`config.mk`:
```
export PLATFORM = sky130hd
export DESIGN_NAME = cordic_angle_scheduler
export DESIGN_NICKNAME = d
export VERILOG_FILES = /design/src/rtl/cordic_angle_scheduler.sv
export SDC_FILE = /design/constraint.sdc
export NUM_CORES = 1
export LEC_CHECK = 0
export ABC_AREA = 1
export BUFFER_PORTS_ARGS = -buffer_cell sky130_fd_sc_hd__clkbuf_2
export CAP_MARGIN = 20
export CORE_MARGIN = 1.5
export CORE_UTILIZATION = 61
export DETAILED_ROUTE_END_ITERATION = 10
export HOLD_SLACK_MARGIN = 0.03
export PLACE_DENSITY = 0.89
export SYNTH_ARGS = -nofsm -noshare
export SYNTH_HDL_FRONTEND = slang
export SYNTH_SLANG_ARGS = --single-unit
```
`constraint.sdc`:
```
create_clock -name clk -period 7.5 [get_ports clk]
set_input_delay 1.5 -clock clk [delete_from_list [all_inputs] [get_ports clk]]
set_output_delay 1.5 -clock clk [all_outputs]
set_load 0.005 [all_outputs]
```
`src/rtl/cordic_angle_scheduler.sv`:
```
// ============================================================================
// Module  : cordic_angle_scheduler
// Brief   : Front-end controller for an iterative CORDIC rotation core.
//           Reduces a sign-magnitude angle to [0,90] degrees, sequences the
//           core, and applies quadrant/sign correction to cos/sin results.
// Revision: 1.0 - initial release
// ============================================================================
`default_nettype none

module cordic_angle_scheduler #(
  parameter int DATA_WIDTH = 20,
  parameter int PHI_WIDTH  = 22,
  parameter int PHI_FRAC   = 12,
  parameter int ITERATIONS = 16,
  parameter int ITER_W     = 4
) (
  input  logic                  clk,
  input  logic                  rst_n,
  input  logic                  in_valid,
  output logic                  in_ready,
  input  logic [PHI_WIDTH-1:0]  in_phi,
  output logic                  core_load,
  output logic                  core_en,
  output logic [ITER_W-1:0]     core_iter,
  output logic [PHI_WIDTH-2:0]  core_phi,
  input  logic [DATA_WIDTH-1:0] core_x,
  input  logic [DATA_WIDTH-1:0] core_y,
  output logic                  out_valid,
  input  logic                  out_ready,
  output logic [DATA_WIDTH-1:0] cos_out,
  output logic [DATA_WIDTH-1:0] sin_out,
  output logic [1:0]            quarter,
  output logic                  busy
);

  localparam logic [PHI_WIDTH-2:0] c_ninety    = (PHI_WIDTH-1)'(90 << PHI_FRAC);
  localparam logic [ITER_W-1:0]    c_last_iter = ITER_W'(ITERATIONS - 1);
  localparam logic [DATA_WIDTH-1:0] c_min_val  = {1'b1, {(DATA_WIDTH-1){1'b0}}};

  typedef enum logic [2:0] {
    S_IDLE   = 3'd0,
    S_REDUCE = 3'd1,
    S_LOAD   = 3'd2,
    S_ROTATE = 3'd3,
    S_FIX    = 3'd4,
    S_OUT    = 3'd5
  } state_t;

  state_t                  r_state;
  state_t                  w_next;
  logic                    r_sign;
  logic [PHI_WIDTH-2:0]    r_m;
  logic [1:0]              r_q;
  logic [ITER_W-1:0]       r_iter;
  logic [DATA_WIDTH-1:0]   r_cos;
  logic [DATA_WIDTH-1:0]   r_sin;
  logic                    w_reduce;
  logic [DATA_WIDTH-1:0]   w_c;
  logic [DATA_WIDTH-1:0]   w_s;
  logic [DATA_WIDTH-1:0]   w_cos;
  logic [DATA_WIDTH-1:0]   w_sin;

  // Two's-complement negate; the most negative value saturates to the maximum.
  function automatic logic [DATA_WIDTH-1:0] f_neg(input logic [DATA_WIDTH-1:0] v);
    return (v == c_min_val) ? ~v : (~v + DATA_WIDTH'(1));
  endfunction

  assign w_reduce = (r_m > c_ninety);

  always_ff @(posedge clk or negedge rst_n) begin
    if (!rst_n) r_state <= S_IDLE;
    else        r_state <= w_next;
  end

  always_comb begin
    w_next    = r_state;
    in_ready  = 1'b0;
    core_load = 1'b0;
    core_en   = 1'b0;
    out_valid = 1'b0;
    busy      = (r_state != S_IDLE);
    case (r_state)
      S_IDLE: begin
        in_ready = 1'b1;
        if (in_valid) w_next = S_REDUCE;
      end
      S_REDUCE: begin
        if (!w_reduce) w_next = S_LOAD;
      end
      S_LOAD: begin
        core_load = 1'b1;
        w_next    = S_ROTATE;
      end
      S_ROTATE: begin
        core_en = 1'b1;
        if (r_iter == c_last_iter) w_next = S_FIX;
      end
      S_FIX: begin
        w_next = S_OUT;
      end
      S_OUT: begin
        out_valid = 1'b1;
        if (out_ready) w_next = S_IDLE;
      end
      default: w_next = S_IDLE;
    endcase
  end

  always_comb begin
    w_c = core_x;
    w_s = core_y;
    case (r_q)
      2'd0: begin w_c = core_x;        w_s = core_y;        end
      2'd1: begin w_c = f_neg(core_y); w_s = core_x;        end
      2'd2: begin w_c = f_neg(core_x); w_s = f_neg(core_y); end
      default: begin w_c = core_y;     w_s = f_neg(core_x); end
    endcase
    w_cos = w_c;
    w_sin = r_sign ? f_neg(w_s) : w_s;
  end

  always_ff @(posedge clk or negedge rst_n) begin
    if (!rst_n) begin
      r_sign <= 1'b0;
      r_m    <= '0;
      r_q    <= '0;
      r_iter <= '0;
      r_cos  <= '0;
      r_sin  <= '0;
    end else begin
      case (r_state)
        S_IDLE: begin
          if (in_valid) begin
            r_sign <= in_phi[PHI_WIDTH-1];
            r_m    <= in_phi[PHI_WIDTH-2:0];
            r_q    <= 2'd0;
          end
        end
        S_REDUCE: begin
          if (w_reduce) begin
            r_m <= r_m - c_ninety;
            r_q <= r_q + 2'd1;
          end
        end
        S_ROTATE: begin
          // Wrap back to zero so core_iter reads 0 outside the rotation window.
          r_iter <= (r_iter == c_last_iter) ? '0 : (r_iter + ITER_W'(1));
        end
        S_FIX: begin
          r_cos <= w_cos;
          r_sin <= w_sin;
        end
        default: ;
      endcase
    end
  end

  assign core_iter = r_iter;
  assign core_phi  = r_m;
  assign quarter   = r_q;
  assign cos_out   = r_cos;
  assign sin_out   = r_sin;

endmodule

`default_nettype wire

```
# [Word level (Yosys, flattened, before mapping)]
# Cells that the tools add are included.
[op_classes] bitwise_logic=3 order_cmp=1 mux=22 reduce_logical=7 n_addsub=6 eq_ne=16
[ops] operator="20-bit one-hot mux with 3 select lines" n=2
[ops] operator="20-bit two-way mux" n=4
[ops] operator="20-bit by 1-bit adder with 20-bit output (second input constant)" n=3
[ops] operator="20-bit equality test (second input constant)" n=3
[ops] operator="20-bit inverter" n=3
[ops] operator="21-bit two-way mux" n=2
[ops] operator="21-bit one-hot mux with 2 select lines" n=1
[ops] operator="21-bit by 19-bit > comparator with 1-bit output (second input constant)" n=1
[ops] operator="21-bit by 19-bit subtractor with 21-bit output (second input constant)" n=1
[ops] operator="3-bit one-hot mux with 6 select lines" n=1
[ops] operator="3-bit two-way mux" n=4
[ops] operator="2-bit inequality test (second input constant)" n=5
[ops] operator="3-bit by 2-bit equality test with 1-bit output (second input constant)" n=2
[ops] operator="3-bit equality test (second input constant)" n=2
[ops] operator="4-bit by 1-bit adder with 4-bit output (second input constant)" n=1
[ops] operator="4-bit equality test (second input constant)" n=1
[ops] operator="1-bit two-way mux" n=4
[ops] operator="2-bit two-way mux" n=2
[ops] operator="4-bit two-way mux" n=1
[ops] operator="2-bit one-hot mux with 2 select lines" n=1
[ops] operator="4-bit AND reduction" n=1
[ops] operator="3-bit by 1-bit equality test with 1-bit output (second input constant)" n=1
[ops] operator="3-bit logical NOT" n=1
[ops] operator="3-bit AND reduction" n=1
[ops] operator="7 further kinds" n=7
[totals] register_bits=71 in_bits=66 elab_cells=62

# [Longest topological paths before layout]
[depth] depth_word=8 ltp_mapped=25 depth_no_buf=23

# [Least setup slack after synthesis]
# Ideal clock, no wire load.
[synth_path] kind="in2reg" startpoint="input port core_x[1]" endpoint="register r_sin[14], in the netlist sin_out[14]" setup_slack_ps=3456 arrival_time_ps=3927 n_path_buf=3 t_required_ps=7383 stages=23 path_cell_list="inv_1 ha_1 inv_2 nor2_4 nand2_4 nor2_8 nand3_4 buf_8 buf_6 nand2_4 nand3_2 nand2_4 ha_1 nand2_1 nor2_4 nand2_4 nor2_8 nand4_4 buf_6 nand2_1 nand2_1 nand3_1 nand2_1"
[synth_between] elab_chain_cells=8
[synth_rtl] item="start, declared" line="26" source="input logic [DATA_WIDTH-1:0] core_x,"
[synth_rtl] item="20-bit inverter" line="65" source="return (v == c_min_val) ? ~v : (~v + DATA_WIDTH'(1));"
[synth_rtl] item="20-bit by 1-bit adder with 20-bit output" line="65"
[synth_rtl] item="20-bit two-way mux" line="65"
[synth_rtl] item="20-bit one-hot mux with 3 select lines (*)" line="112" source="case (r_q)"
[synth_rtl] item="20-bit inverter" line="65"
[synth_rtl] item="20-bit by 1-bit adder with 20-bit output" line="65"
[synth_rtl] item="20-bit two-way mux" line="65"
[synth_rtl] item="20-bit two-way mux (*)" line="119" source="w_sin = r_sign ? f_neg(w_s) : w_s;"
[synth_rtl] item="end signal, assigned" line="151" source="r_sin <= w_sin;"
[synth_rtl] item="end, declared" line="56" source="logic [DATA_WIDTH-1:0] r_sin;"
# Mark *: on every way between the ends. The rest lies on a longest branch, timed or not.
# A chain may end at the register's enable or synchronous reset.

# [Worst setup path after layout]
[layout_path] startpoint="input port core_x[0]" endpoint="register r_sin[19], in the netlist sin_out[19]"
# Same word-level chain as after synthesis.

==> flow_summary.ini <==
[setup_path]
crit_path_max_fanout = 33
endpoint_kind = register
critPathLaunchType = primary input
crit_path_max_incr_delay_ns = 0.34
cp_data_arrival_time_ns = 4.60
cpMostUsedCell = nand2_4
cp.required_ns = 7.74
critPathBufInv = 4
crit_family = simple AND/OR/NAND/NOR gates
cp_cell_sequence = clkbuf_2 > inv_2 > ha_1 > inv_2 > nor2_4 > nand2_4 > nor2_8 > nand3_4 > nand2_4 > nand3_2 > nand2_4 > ha_1 > nand2_1 > nor2_4 > nand2_4 > nor2_8 > nand4_4 > nand2_1 > inv_1 > nand3_1 > nand2_1
critPathKind = primary input to register
cp_slowest_cell = nand3_4

[placement]
dp_hpwl_um = 14300
place.gp.congestion = 0.969
io_buffers = 137

[die]
dieArea_sq_um = 11100
die_w_um = 106
die_h_um = 106
ios = 138
initial_core_util = 0.624
std_cell_rows = 37
core_sq_um = 10300

[yosys]
synth_edf_count = 0
avgSynthCellArea_sq_um = 6.53
syn_inst = 982
yosysSeqAreaShare = 0.277
synth-main-ff-cell = dfrtp_1
ys_seq_elements = 71
synth_cell_types = 45
synthArstFlopShare = 1.00
syn_area_sq_um = 6410
syn_nets = 1057
yosys_warnings = 0

[global_routing]
grt_first_pass_wirelength_um = 31100
overflow = 0
globalRouteTotalUtil = 0.347
antenna_found_initial = 0
grt_max_degree = 72
grt_pass1_vias = 6351

[clocking]
clk_latency_ns = 0.35
cts_buffers = 9
ctsResizeCount = 0
clk_path_buf_depth = 2
path_clk_slew_ns = 0.08
clockRootBuffer = clkbuf_8
htree_num_levels = 3
hold_buffers = 0
postCtsSetupRepairBufs = 0
tritoncts = built
numClockSinks = 71

[route]
wl_per_cell_um = 15.7
ant_nets = 0
finalWirelength_um = 19400
num_vias = 7331
drc = 0
routed_via_density = 5.92
dr.pass1.iters = 7
drt-initial-drc-count = 946

[timing]
slew_headroom = 0.249
max_freq_ghz = 0.229
rsz0062_at_grt = no
setup_violations = 0
fin_worst_skew_ns = 0.00962
drv_slew = 0
fin_crit_sh = 0.581
worstMarginPinSlew_ns = 1.13
fin_crit_ns = 4.36
fin_setup_tns_ns = 0
finalHoldViolCount = 0

[layout]
antenna_cells = 0
layout-drive-gt1-share = 0.212
final_common_cell = nand2_1
post-route-util = 0.713
final_cell_mix = 349 x nand2_1, 136 x clkbuf_2, 97 x inv_1, 89 x nand3_1, 74 x nor2_1
syn_to_final_growth_pct = 14.3
nets = 1173

[power_and_ir_drop]
powerDensity_nw_per_um2 = 354
vdd_ir_drop_max_uv = 235
switching_share = 0.487
power_frac_seq = 0.280
p_sw_uw = 1260
comb_power_share = 0.587
pwr-share-clk = 0.133
power.internal_uw = 1330
p_leak_uw = 0.00399

[flow_run]
drv_cap = 0

[status]
status = complete, no violations

[min_path]
hp-class = register to register
## power by group through the flow
stage / logic, uW / registers [uW] / clock network (uW)
after global routing: 1690 / 748 / 363
final: 1530 / 726 / 346
after floorplan: 1030 / 710 / 0
after detailed placement: 1490 / 726 / 0
after global placement: 1450 / 720 / 0
after CTS: 1500 / 723 / 351
## stage by stage
stage          power, uW  area [sq um]  hold WS (ns)  worst slack, ns  cells
2_1_floorplan       1740          6410         0.472             3.46    982
3_3_place_gp        2170          7110         0.462             2.95   1223
3_5_place_dp        2210          7110         0.464             2.86   1223
4_1_cts             2580          7330         0.485             3.19   1239
5_1_grt             2810          7330         0.502             2.90   1239
6_report            2600          7330         0.479             3.14   1239
## layout make-up
cell class	instances	area, sq um
flip-flops and latches	71	1780
multi-input cells	766	4030
well taps	136	170
clock buffers	10	128
fillers	939	2950
clock inverters	6	93.8
repair buffers	143	733
inverters	107	402
## final timing paths
path,slack (ns),depth (start not counted),startpoint,to
setup / recovery,3.14,21,core_x[0],sin_out[19]
hold / removal,0.48,2,sin_out[10],sin_out[10]
setup reg to reg,3.93,15,quarter[0],sin_out[16]
hold reg to reg,0.48,2,sin_out[10],sin_out[10]
max in group asynchronous,5.67,1,rst_n,cos_out[17]
min in group asynchronous,1.24,1,rst_n,cos_out[0]
## cell usage after synthesis (4+ instances only)
library cell,instances,area share
nor2_2,11,0.011
nand2_4,6,0.011
a31oi_1,4,0.0039
o21ai_0,19,0.015
a21oi_1,25,0.020
buf_6,5,0.0088
o211ai_1,23,0.027
inv_1,97,0.057
nor3_1,6,0.0047
a221oi_1,20,0.027
a22oi_1,9,0.011
nand3_1,89,0.069
nand2_2,15,0.015
buf_1,5,0.0029
clkbuf_1,18,0.011
nor2_1,75,0.044
nand4_1,29,0.028
xor2_1,13,0.018
inv_2,7,0.0041
ha_1,9,0.018
nand2_1,349,0.20
dfrtp_1,71,0.28
nor2_4,9,0.016
nor4_1,5,0.0049
mux2_2,13,0.023
nand3b_1,4,0.0047
o221ai_1,7,0.0096
buf_2,6,0.0047
## logic make-up (layout without fill, tap and decap cells)
| family | count (synthesis) | in the layout | synth area share |
|---|---|---|---|
| compound gates | 117 | 117 | 0.124 |
| flops | 71 | 71 | 0.277 |
| simple gates | 610 | 610 | 0.439 |
| mux | 13 | 13 | 0.0228 |
| buf+inv | 145 | 266 | 0.0954 |
| xor+xnor | 17 | 17 | 0.0244 |
| fa+ha+maj | 9 | 9 | 0.0176 |
## registers in the layout, indices dropped and copies added, names as in the netlist
name and flops:
quarter 2, r_sign 1, cos_out 20, r_state 3, core_phi 21, core_iter 4
sin_out 20
## worst min-delay path: cells and delay by family (launching register included)
family | cells | cell delay (ns)
flip-flops | 1 | 0.35
AND/OR/NAND/NOR | 2 | 0.10
## routing by layer
metal  vias up  GRT usage  wire length (um)
li1       3478          -                 -
met1      3349      0.476              7850
met2       447      0.563              8910
met3        57     0.0631              2070
met4         0     0.0994               561
met5         -          0                 0
Note: power is estimated with default switching activity, not from simulation.
